==> src/rtl/cache_pkg.sv <==
// Shared types and constants for the cache refill controller.
// The optional CACHE_REFILL_PERF_EN feature lives in the top module only.
package cache_pkg;

  localparam int CACHE_ADDR_WIDTH = 32;
  localparam int CACHE_DATA_WIDTH = 32;

  // Wide enough to be truncated to any address width up to 64 bits.
  localparam logic [63:0] WORD_ALIGN_MASK = 64'hFFFF_FFFF_FFFF_FFFC;

  typedef enum logic [1:0] {
    IDLE   = 2'd0,
    RD_MEM = 2'd1,
    WR_MEM = 2'd2,
    FILL   = 2'd3
  } refill_state_t;

endpackage

==> src/rtl/sat_counter.sv <==
// Saturating event counter, used by the optional performance counters
// (CACHE_REFILL_PERF_EN) of the cache refill controller.
module sat_counter #(
  parameter int CNT_WIDTH = 32
) (
  input  logic                 clk,
  input  logic                 rst_n,
  input  logic                 inc_i,
  output logic [CNT_WIDTH-1:0] count_o
);

  // Count events, holding at all-ones instead of wrapping.
  always_ff @(posedge clk or negedge rst_n) begin
    if (!rst_n) begin
      count_o <= {CNT_WIDTH{1'b0}};
    end else if (inc_i && (count_o != {CNT_WIDTH{1'b1}})) begin
      count_o <= count_o + CNT_WIDTH'(1);
    end else begin
      count_o <= count_o;
    end
  end

endmodule

==> src/rtl/cache_refill_controller.sv <==
// Read-miss refill and write-through/write-allocate controller behind the data cache.
// Define CACHE_REFILL_PERF_EN to add saturating hit/miss/write counters.
module cache_refill_controller
  import cache_pkg::*;
#(
  parameter int ADDR_WIDTH = CACHE_ADDR_WIDTH,
  parameter int DATA_WIDTH = CACHE_DATA_WIDTH
`ifdef CACHE_REFILL_PERF_EN
  , parameter int CNT_WIDTH = 32
`endif
) (
  input  logic                  clk,
  input  logic                  rst_n,
  input  logic                  req_valid_i,
  input  logic                  req_we_i,
  input  logic [ADDR_WIDTH-1:0] req_addr_i,
  input  logic [DATA_WIDTH-1:0] req_wdata_i,
  input  logic                  hit_i,
  input  logic [DATA_WIDTH-1:0] cache_rdata_i,
  output logic                  stall_o,
  output logic [DATA_WIDTH-1:0] rdata_o,
  output logic                  fill_o,
  output logic [ADDR_WIDTH-1:0] fill_addr_o,
  output logic [DATA_WIDTH-1:0] fill_data_o,
  output logic                  mem_req_o,
  output logic                  mem_we_o,
  output logic [ADDR_WIDTH-1:0] mem_addr_o,
  output logic [DATA_WIDTH-1:0] mem_wdata_o,
  input  logic                  mem_ack_i,
  input  logic [DATA_WIDTH-1:0] mem_rdata_i
`ifdef CACHE_REFILL_PERF_EN
  , output logic [CNT_WIDTH-1:0] read_hits_o
  , output logic [CNT_WIDTH-1:0] read_misses_o
  , output logic [CNT_WIDTH-1:0] writes_o
`endif
);

  refill_state_t         state_r;
  refill_state_t         next_state_s;
  logic [ADDR_WIDTH-1:0] addr_r;

  // State register.
  always_ff @(posedge clk or negedge rst_n) begin
    if (!rst_n) begin
      state_r <= IDLE;
    end else begin
      state_r <= next_state_s;
    end
  end

  // Next state plus the CPU-facing stall and load result, which must react in the same cycle.
  always_comb begin
    next_state_s = state_r;
    stall_o      = 1'b0;
    rdata_o      = {DATA_WIDTH{1'b0}};
    case (state_r)
      IDLE: begin
        if (req_valid_i && req_we_i) begin
          next_state_s = WR_MEM;
          stall_o      = 1'b1;
        end else if (req_valid_i && !hit_i) begin
          next_state_s = RD_MEM;
          stall_o      = 1'b1;
        end else if (req_valid_i) begin
          rdata_o = cache_rdata_i;
        end else begin
          next_state_s = IDLE;
        end
      end
      RD_MEM, WR_MEM: begin
        stall_o = 1'b1;
        if (mem_ack_i) begin
          next_state_s = FILL;
        end else begin
          next_state_s = state_r;
        end
      end
      FILL: begin
        rdata_o      = fill_data_o;
        next_state_s = IDLE;
      end
      default: begin
        next_state_s = IDLE;
      end
    endcase
  end

  // Memory handshake, request latches and the one-cycle fill strobe.
  always_ff @(posedge clk or negedge rst_n) begin
    if (!rst_n) begin
      addr_r      <= {ADDR_WIDTH{1'b0}};
      mem_req_o   <= 1'b0;
      mem_we_o    <= 1'b0;
      mem_addr_o  <= {ADDR_WIDTH{1'b0}};
      mem_wdata_o <= {DATA_WIDTH{1'b0}};
      fill_o      <= 1'b0;
      fill_addr_o <= {ADDR_WIDTH{1'b0}};
      fill_data_o <= {DATA_WIDTH{1'b0}};
    end else begin
      fill_o <= 1'b0;
      case (state_r)
        IDLE: begin
          if (next_state_s != IDLE) begin
            addr_r     <= req_addr_i;
            mem_req_o  <= 1'b1;
            mem_we_o   <= req_we_i;
            mem_addr_o <= req_addr_i & ADDR_WIDTH'(WORD_ALIGN_MASK);
            if (req_we_i) begin
              mem_wdata_o <= req_wdata_i;
            end else begin
              mem_wdata_o <= mem_wdata_o;
            end
          end else begin
            mem_req_o <= 1'b0;
          end
        end
        RD_MEM, WR_MEM: begin
          if (mem_ack_i) begin
            mem_req_o   <= 1'b0;
            mem_we_o    <= 1'b0;
            fill_o      <= 1'b1;
            fill_addr_o <= addr_r;
            // Write-allocate fills with the store data, not whatever memory returned.
            fill_data_o <= (state_r == WR_MEM) ? mem_wdata_o : mem_rdata_i;
          end else begin
            mem_req_o <= 1'b1;
          end
        end
        FILL: begin
          mem_req_o <= 1'b0;
        end
        default: begin
          mem_req_o <= 1'b0;
          mem_we_o  <= 1'b0;
        end
      endcase
    end
  end

`ifdef CACHE_REFILL_PERF_EN
  logic hit_inc_s;
  logic miss_inc_s;
  logic write_inc_s;

  assign hit_inc_s   = (state_r == IDLE) && req_valid_i && !req_we_i && hit_i;
  assign miss_inc_s  = (state_r == IDLE) && (next_state_s == RD_MEM);
  assign write_inc_s = (state_r == IDLE) && (next_state_s == WR_MEM);

  sat_counter #(.CNT_WIDTH(CNT_WIDTH)) u_hits (
    .clk(clk), .rst_n(rst_n), .inc_i(hit_inc_s), .count_o(read_hits_o)
  );
  sat_counter #(.CNT_WIDTH(CNT_WIDTH)) u_misses (
    .clk(clk), .rst_n(rst_n), .inc_i(miss_inc_s), .count_o(read_misses_o)
  );
  sat_counter #(.CNT_WIDTH(CNT_WIDTH)) u_writes (
    .clk(clk), .rst_n(rst_n), .inc_i(write_inc_s), .count_o(writes_o)
  );
`endif

endmodule

==> config.mk <==
export PLATFORM = sky130hd
export DESIGN_NAME = cache_refill_controller
export DESIGN_NICKNAME = d
export VERILOG_FILES = /design/src/rtl/cache_pkg.sv /design/src/rtl/sat_counter.sv /design/src/rtl/cache_refill_controller.sv
export SDC_FILE = /design/constraint.sdc
export NUM_CORES = 1
export LEC_CHECK = 0
export BUFFER_PORTS_ARGS = -buffer_cell sky130_fd_sc_hd__buf_4
export CAP_MARGIN = 10
export CELL_PAD_IN_SITES_DETAIL_PLACEMENT = 1
export CELL_PAD_IN_SITES_GLOBAL_PLACEMENT = 2
export CORE_MARGIN = 2
export CORE_UTILIZATION = 30
export DETAILED_ROUTE_END_ITERATION = 7
export HOLD_SLACK_MARGIN = 0.02
export PLACE_DENSITY_LB_ADDON = 0.1
export SLEW_MARGIN = 20
export SYNTH_ARGS = -nofsm -noshare
export SYNTH_HDL_FRONTEND = slang
export SYNTH_HIERARCHICAL = 1
export SYNTH_SLANG_ARGS = --single-unit
==> constraint.sdc <==
create_clock -name clk -period 4.6 [get_ports clk]
set_input_delay 0.46 -clock clk [delete_from_list [all_inputs] [get_ports clk]]
set_output_delay 0.46 -clock clk [all_outputs]
set_load 0.01 [all_outputs]
Yosys cells after proc, flatten, opt, wreduce, memory -nomap -nowiden --
Cells that the tools add are included.
Operators by class: mux-type cells 21, reductions and logical operators 11, equal/unequal tests 5
Operators with widths (number):
- $mux 32 | 4
- $pmux 32 s2 | 1
- $mux 1 | 8
- $mux 2 | 4
- $pmux 2 s3 | 1
- $reduce_and 3->1 | 2
- $eq 2x2->1 const B | 2
- $ne 2x2->1 const B | 2
- $pmux 1 s2 | 2
- $reduce_and 2->1 | 2
- $reduce_bool 2->1 | 2
- $pmux 1 s3 | 1
- $eq 2x1->1 const B | 1
- $logic_and 1x1->1 | 2
- $logic_not 2->1 | 1
- $reduce_or 2->1 | 1
- $logic_not 1->1 | 1
Word-level totals: output and inout port bits 164, flip-flop bits (word level) 163, logic and storage cells 46, bits of input ports 134

Logic depth before layout (Yosys ltp) --
Gate-level depths: netlist of the first run.
depth in word-level cells 8, depth in mapped cells 8, gate-level depth less buffers 5

Worst setup path after synthesis of the first run --
No wires, ideal clock.
path kind register to output, start register state_r[0], end output rdata_o[2], data required time 4.140 ns, cell stages (with the launch flop) 9, arrival 1.558 ns, buffers on the path 3, path slack 2.582 ns, cells stage by stage dfrtp_1 -> inv_1 -> ha_1 -> buf_4 -> and4b_2 -> clkbuf_1 -> buf_2 -> a22oi_1 -> nor2_1
On the way: cells in the longest elaborated chain, start to end 2, elaborated cells on any way between the ends 3, those cells by class eq/ne: 1; mux: 1; reduce/logical: 1
RTL lines:
- start: declaration | line cache_refill_controller.sv:38 | refill_state_t state_r;
- start signal: assignment | line cache_refill_controller.sv:47 | state_r <= next_state_s;
- $eq 2x2->1 or $logic_not 2->1 (tied branches) | line cache_refill_controller.sv:56 | case (state_r)
- $pmux 32 s2 (*) | line cache_refill_controller.sv:56
- end: declaration | line cache_refill_controller.sv:21 | output logic [DATA_WIDTH-1:0] rdata_o,
Every way passes the cells marked *; elsewhere a longest branch is shown, timed or not.

Worst setup path after layout of the first run --
start register state_r[0], end output rdata_o[9]
Same word-level chain as after synthesis.

==> results of run 1 <==
## state kept, by name (all words and copies together) (netlist names)
register     cells
mem_wdata_o     32
fill_o           1
mem_req_o        1
fill_addr_o     32
mem_we_o         1
state_r          2
addr_r          32
fill_data_o     32
## metrics by stage
| step | utilization [%] | instances | area [µm²] | hold slack (ns) |
|---|---|---|---|---|
| after CTS | 44.04 | 1022 | 8882 | 0.1972 |
| after floorplan | - | 488 | 6148 | 0.1644 |
| after detailed placement | 41.17 | 990 | 8304 | 0.4969 |
| after global routing | 44.08 | 1022 | 8891 | 0.2172 |
| final | 44.08 | 1022 | 8891 | 0.1407 |
| after global placement | 41.11 | 990 | 8292 | 0.4853 |
## metal layers
| layer | global-route usage [%] | up-vias | part of all wire [%] | wire length [µm] |
|---|---|---|---|---|
| met2 | 30.75 | 194 | 49 | 9675 |
| met1 | 21.67 | 2318 | 41 | 8026 |
| met4 | 6.010 | 0 | 2.0 | 399 |
| met5 | 0 | - | 0 | 0 |
| met3 | 6.025 | 24 | 7.9 | 1552 |
| li1 | - | 2182 | - | - |
## power groups by stage
stage	clock, W	sequential (W)	combinational (W)
finish	0.00133	0.00224	0.00282
global route	0.00144	0.00233	0.00306
CTS	0.00138	0.00225	0.00289
detailed placement	0	0.00227	0.00288
global placement	0	0.00223	0.00282
floorplan	0	0.00233	0.00153
## cell usage in the layout (no fill, tap or decap), types with 17 or more instances in the layout
| cell type | instances |
|---|---|
| dfrtp_1 | 133 |
| clkbuf_16 | 17 |
| mux2_2 | 68 |
| o21ai_0 | 33 |
| nor2_1 | 33 |
| a22oi_1 | 32 |
| mux2i_1 | 32 |
| buf_4 | 297 |
| nand2_1 | 35 |
| mux2_4 | 28 |
## logic make-up after synthesis
group	synth area share, %
and+or+nand+nor	5.233
AOI/OAI and AO/OA	7.697
buffers and inverters	7.514
other	0.06103
adders and majority gates	0.8145
muxes	24.52
DFF	54.16
## area by class of cell
| type | instances | area, µm² | share of cell area [%] |
|---|---|---|---|
| repair buffers | 298 | 2241 | 25.20 |
| flip-flops and latches | 133 | 3328 | 37.43 |
| clock buffers | 18 | 439.2 | 4.939 |
| multi-input cells | 285 | 2391 | 26.89 |
| well taps | 270 | 337.8 | 3.800 |
| inverters | 4 | 15.01 | 0.1689 |
| clock inverters | 14 | 138.9 | 1.562 |
## path summary, 6_finish.rpt
kind / startpoint / to / slack, ns / cells past startpoint
worst max-delay path: state_r[0] / rdata_o[9] / 1.57 / 6
worst min register to register: fill_addr_o[13] / fill_addr_o[13] / 0.51 / 1
max in group asynchronous: rst_n / fill_data_o[0] / 3.37 / 2
worst min-delay path: rst_n / mem_wdata_o[15] / 0.14 / 1
min in group clk: req_addr_i[13] / addr_r[13] / 0.27 / 2
worst max register to register: state_r[0] / addr_r[15] / 2.11 / 5
==> flow_summary.ini, run 1 <==
[logic_synthesis]
synthMostInstantiatedCell = dfrtp_1
syn_area_um2 = 6145
yosys_warnings = 6
ys.flop_type = dfrtp_1
async_flop_share_pct = 100.0
synth_top_area_share_pct = 54.16
synth_edf_count = 0
yosys.area.top_type = dfrtp_1
synth_area_per_cell_um2 = 12.62
synthTopCellsByArea = dfrtp_1 54%, mux2_2 12%, mux2_4 6.8%, mux2i_1 5.2%, buf_4 4.0%
synth_cell_types = 32
synth_commonest_cells = 133 x dfrtp_1, 68 x mux2_2, 36 x nand2_1
yosysSeqAreaShare_pct = 54.16
syn_inst = 487
synth.ff_latch_count = 133

[detailed_routing]
wirelength_mm = 19.65
first_pass_iters = 4
detail-route-antenna-nets = 0
drc_errors = 0
vias = 4718
drtIter0Drc = 134
wire_per_inst_um = 19.23
vias_per_cell = 4.616

[cells_and_area]
nets = 877
nFillCells = 2195
antenna_cells = 0
syn2layout_area_growth_pct = 44.70
drive_gt1_share_pct = 57.58

[worst_setup_path]
cp.buffers_inverters = 2
cpMaxStageDelayCell = and4b_2
slowest_delay_ns = 0.75
cp-start-kind = register
crit_family = simple AND/OR/NAND/NOR gates
worst_ep_arrival_time_ns = 2.57
worst-path-max-fanout = 32
end_kind = primary output
crit_type = reg2out
crit_chain = inv_1, ha_1, and4b_2, a22oi_1, nor2_1, buf_4
worstPathRequired_ns = 4.14

[global_routing]
first_global_vias = 5142
antenna_found_initial = 0
grt_usage_pct = 18.11
grt.overflow.total = 0
grt_max_degree = 102
grt_pass1_wl_mm = 29.95

[power_and_ir_drop]
p_sw_w = 0.002314
power.total_w = 0.006392
swShare_pct = 36.21
p_clk_share_pct = 20.8
worst_ir_drop_vdd_v = 0.0002902
power_leakage_nw = 4.273
pwr_density_cell_nw_per_um2 = 719.0
share_seq_of_total_power_pct = 35.0
share_comb_of_total_power_pct = 44.2
internal-power_w = 0.004078

[sta]
hold_viol = 0
fin_crit_ns = 3.025
finalCritPeriodShare_pct = 65.76
tns_ns = 0
rsz0062_at_grt = false
relSlewSlack_pct = 35.19
setup_viol = 0
max_freq_mhz = 330.6
finClkSkew_ns = 0.009095
worst_slack_ns = 1.575
tightest_slew_ns = 0.9722
drv_slew = 0

[run_status]
status = finished clean

[floorplanning]
die_h_um = 147.1
die_w_um = 147.1
ios = 298
dieArea_um2 = 21640
coreArea_um2 = 20170
start_util_pct = 30.47
num_rows = 52

[clocking]
cts.root.buffer_cell = clkbuf_16
clockBufferDepth = 2
path_clk_slew_ns = 0.06
clk_latency_ns = 0.42
cts-resized-gates = 0
cts_num_sinks = 133
hold_buffers = 0
cts_tree = done
cts_setup_buffers = 0
htree_levels = 4
cts_buffers = 17

[job]
maxCapViolCount = 0

[place]
dpl.hpwl_mm = 14.11
gp_congestion = 0.8096
dpl_worst_slack_ns = 1.993
port_buffers = 295

[hold_path]
min_path_type = in2async
No activity file was read; power rests on OpenSTA's default activity.
==> run 2: changes to the inputs <==
Settings changed: CORE_UTILIZATION 30 to 25.
Clock period 4.6 ns to 2.69 ns, I/O delays scaled along.
==> flow_summary.ini, run 2 (synthesized netlist as in run 1, its figures left out) <==
[clocking]
cts_tree = done
cts_buffers = 17
path_clk_slew_ns = 0.06
clk_latency_ns = 0.41
cts_num_sinks = 133
clockBufferDepth = 2
cts.root.buffer_cell = clkbuf_16
htree_levels = 4

[place]
dpl_worst_slack_ns = 0.4571
placed_area_um2 = 8502
port_buffers = 295
gp_congestion = 0.7858
dpl.hpwl_mm = 14.74

[sta]
max_freq_mhz = 416.6
finClkSkew_ns = 0.008457
setup_viol = 0
hold_viol = 0
rsz0062_at_grt = false
tightest_slew_ns = 0.7749
finalCritPeriodShare_pct = 89.23
relSlewSlack_pct = 48.34
drv_slew = 0
worst_slack_ns = 0.2898
tns_ns = 0
fin_crit_ns = 2.400

[detailed_routing]
detail-route-antenna-nets = 0
vias_per_cell = 4.374
vias = 4754
wl_met3_mm = 1.714
wire_per_inst_um = 18.22
drc_errors = 0
route.layer.met1.wl_mm = 8.123
wirelength_mm = 19.80
detailroute.wirelength.met2_mm = 9.712
dr.max_layer_used = met4
drtIter0Drc = 176
first_pass_iters = 4

[job]
maxCapViolCount = 0

[cells_and_area]
drive_gt1_share_pct = 57.93
antenna_cells = 0
nets = 888
syn2layout_area_growth_pct = 48.73
final_cell_mix = 300 x buf_4, 133 x dfrtp_1, 68 x mux2_2, 35 x nand2_1
postLayoutCellArea_um2 = 9139
final_common_cell = buf_4
nFillCells = 2668

[power_and_ir_drop]
power_leakage_nw = 4.382
worst_ir_drop_vdd_v = 0.0004922
pwr_density_cell_nw_per_um2 = 1216

[global_routing]
grt_pass1_wl_mm = 30.66
grt_usage_pct = 15.36
grt.overflow.total = 0
antenna_found_initial = 0
first_global_vias = 5282
grt_max_degree = 76

[hold_path]
whs_path_depth = 2
min_path_type = in2reg

[worst_setup_path]
r2r_setup_slack_ns = 0.54
worst_ep_arrival_time_ns = 2.13
cp-start-kind = register
worstPathRequired_ns = 2.42
critPathLaunch = state_r[0]
crit_end = rdata_o[10]
worst-path-max-fanout = 15
timing.rr.end = mem_wdata_o[11]
r2r_start = state_r[0]
reg2regPathDepth = 5
end_kind = primary output
crit_type = reg2out

[floorplanning]
ios = 298
coreArea_um2 = 24250
die_h_um = 160.8
die_w_um = 160.8
start_util_pct = 25.34
num_rows = 57
dieArea_um2 = 25850

[run_status]
status = finished clean
## run 2: cell types whose count changed in the layout (fill, tap and decap cells not counted), moves of 2 or more
| cell | delta |
|---|---|
| buf_12 | +7 |
| buf_4 | +3 |
| inv_8 | +2 |
| inv_6 | -2 |
| clkinvlp_4 | -3 |
## run 2: cell type report
cell class	instances	area (µm²)	area share, %
clock inverters	14	165.2	1.807
flip-flops and latches	133	3328	36.42
inverters	4	15.01	0.1643
well taps	324	405.4	4.436
clock buffers	18	439.2	4.806
repair buffers	309	2414	26.41
multi-input cells	285	2372	25.96
## run 2: how the worst min path moves through the flow
stage	from	endpoint	slack, ns
3_5_place_dp	rst_n	fill_data_o[28]	0.36
5_1_grt	req_addr_i[19]	addr_r[19]	0.05
4_1_cts	req_addr_i[19]	addr_r[19]	0.06
6_report	req_addr_i[19]	addr_r[19]	0.08
2_1_floorplan	rst_n	addr_r[0]	-0.03
3_3_place_gp	rst_n	fill_data_o[28]	0.35
## run 2: routing by layer
layer,vias to the layer above,track usage [%]
met3,15,5.992
met5,-,0
met2,183,26.43
li1,2200,-
met1,2356,17.76
met4,0,4.424
## run 2: timing repair
action,4_1_cts,5_1_grt
endpoints found under the setup margin,0,29
gates resized for setup,0,1
setup buffers,0,1
hold endpoints to repair,73,0
hold buffers,1,0
## run 2: per-stage QoR
step | std cells | utilization (%) | power, W | hold WS [ns]
3_3_place_gp | 1053 | 35.06 | 0.008749 | 0.3499
3_5_place_dp | 1053 | 35.06 | 0.008896 | 0.3555
5_1_grt | 1087 | 37.69 | 0.01190 | 0.04848
4_1_cts | 1086 | 37.60 | 0.01134 | 0.05620
2_1_floorplan | 488 | - | 0.006593 | -0.02659
6_report | 1087 | 37.69 | 0.01111 | 0.07849
## run 2: worst max-delay path, stage by stage, from the launching register on
cell and delay, ns:
dfrtp_1 0.44, inv_1 0.11, ha_1 0.34, and4b_4 0.34, buf_12 0.15, a22oi_1 0.08, nor2_1 0.11, buf_4 0.14
## run 2: power breakdown
group / leakage, nW / internal [W] / switching [W]
combinational: 2.50 / 0.00272 / 0.00221
clock: 0.296 / 0.00142 / 0.000951
sequential: 1.59 / 0.00302 / 0.000789
==> run 3: changes to the inputs <==
Settings changed: CORE_MARGIN 2 to default, PLACE_DENSITY from default to 0.79, PLACE_DENSITY_LB_ADDON 0.1 to default.
Clock period 2.69 ns to 2.1 ns, I/O delays scaled along.
==> flow_summary.ini, run 3 (synthesized netlist as in run 1, its figures left out) <==
[sta]
fin_crit_ns = 2.055
max_freq_mhz = 486.7
finalCritPeriodShare_pct = 97.85
hold_viol = 0
tns_ns = 0
worst_slack_ns = 0.04515
rsz0062_at_grt = true
finClkSkew_ns = 0.008568
hold_slack_ns = 0.04023
drv_slew = 0
setup_viol = 0

[job]
maxCapViolCount = 0

[worst_setup_path]
crit_type = reg2out
cp-start-kind = register
worst-path-max-fanout = 6
reg2regPathDepth = 6
cpMaxStageDelayCell = dfrtp_1
path_common_cell = buf_4
slowest_delay_ns = 0.36
cp.buffers_inverters = 4
r2r_setup_slack_ns = 0.40
r2r_start = state_r[0]
worstPathRequired_ns = 1.89
crit_family = buffers and inverters
end_kind = primary output
worst_ep_arrival_time_ns = 1.84
timing.rr.end = addr_r[13]
crit_chain = inv_2, ha_4, and4b_4, buf_4, clkbuf_16, a22oi_1, nor2_1, buf_4

[global_routing]
grt_usage_pct = 15.65
grt_max_degree = 48
grt_pass1_wl_mm = 30.86
grt.overflow.total = 0
antenna_found_initial = 0
first_global_vias = 5511

[detailed_routing]
first_pass_iters = 4
wire_per_inst_um = 17.48
detail-route-antenna-nets = 0
drtIter0Drc = 159
vias_per_cell = 4.362
vias = 5038
wirelength_mm = 20.19
drc_errors = 0

[power_and_ir_drop]
p_sw_w = 0.005243
pwr_density_cell_nw_per_um2 = 1466
worst_ir_drop_vdd_v = 0.0006036
internal-power_w = 0.009440
share_seq_of_total_power_pct = 33.5
swShare_pct = 35.71
p_clk_share_pct = 20.7
power_leakage_nw = 4.722
share_comb_of_total_power_pct = 45.8
power.total_w = 0.01468

[clocking]
htree_levels = 4
cts_buffers = 17
path_clk_slew_ns = 0.06
cts.root.buffer_cell = clkbuf_16
clockBufferDepth = 2
cts_num_sinks = 133
cts_tree = done
clk_latency_ns = 0.42

[cells_and_area]
postLayoutCellArea_um2 = 10010
final_cell_mix = 306 x buf_4, 133 x dfrtp_1, 68 x mux2_2, 53 x dlygate4sd3_1, 35 x nand2_1
drive_gt1_share_pct = 58.12
antenna_cells = 0
syn2layout_area_growth_pct = 62.98
final_common_cell = buf_4
nets = 956

[hold_path]
whs_path_depth = 2
min_from = req_wdata_i[9]
min_path_type = in2reg
min_to = mem_wdata_o[9]

[place]
placed_area_um2 = 8607
dpl.hpwl_mm = 14.02
gp_congestion = 0.7654
port_buffers = 295
dpl_worst_slack_ns = 0.3709

[floorplanning]
num_rows = 57
die_w_um = 158.8
coreArea_um2 = 24180
dieArea_um2 = 25210
start_util_pct = 25.42
ios = 298
die_h_um = 158.8

[run_status]
status = finished clean
[run 3: cell types whose count changed in the layout (fill, tap and decap cells not counted), sizes merged]
| cell | change |
|---|---|
| dlygate4sd3 | +52 |
| buf | +13 |
| clkbuf | +2 |
| clkinvlp | +1 |
[run 3: worst max path at each step]
stage               startpoint  slack, ns  cells past startpoint         endpoint
floorplan           state_r[0]       0.33                      8       rdata_o[2]
global route        state_r[0]      -0.07                      8      rdata_o[27]
finish              state_r[0]       0.05                      8      rdata_o[10]
CTS                 state_r[0]      -0.01                      7      rdata_o[21]
detailed placement  state_r[0]       0.37                      5  fill_addr_o[27]
global placement    state_r[0]       0.41                      5  fill_addr_o[30]
[run 3: layer usage]
| metal | routed length (µm) | vias up | track usage, % | part of all wire (%) |
|---|---|---|---|---|
| li1 | - | 2336 | - | - |
| met1 | 7897 | 2512 | 17.55 | 39 |
| met2 | 10720 | 173 | 28.25 | 53 |
| met3 | 1278 | 17 | 4.650 | 6.3 |
| met4 | 294 | 0 | 4.810 | 1.5 |
| met5 | 0 | - | 0 | 0 |
[run 3: power by group through the flow]
stage               Combinational, W  Clock (W)  Sequential [W]
finish                       0.00672    0.00304         0.00492
global route                 0.00724    0.00323         0.00512
CTS                          0.00667    0.00313         0.00491
detailed placement           0.00657          0         0.00494
global placement             0.00644          0         0.00488
floorplan                    0.00335          0         0.00510
[run 3: repair_timing]
action                     4_1_cts  5_1_grt
gates resized for setup          3       31
cloned                           0        4
buffers inserted                 0        4
hold endpoints to repair        91        0
pin swaps                        0        9
setup endpoints to repair       28       33
hold buffers                    53        0
[run 3: area by class of cell]
type / instances / area, µm²
clock inverters: 15 / 168.9
inverters: 4 / 15.01
repair buffers: 377 / 3177
well taps: 324 / 405.4
flip-flops and latches: 133 / 3328
clock buffers: 17 / 425.4
multi-input cells: 285 / 2495
fillers: 2587 / 14160
[run 3: metrics by stage]
step	instances	util, %
2_1_floorplan	488	-
3_3_place_gp	1062	35.60
3_5_place_dp	1062	35.60
4_1_cts	1147	40.30
5_1_grt	1155	41.42
6_report	1155	41.42
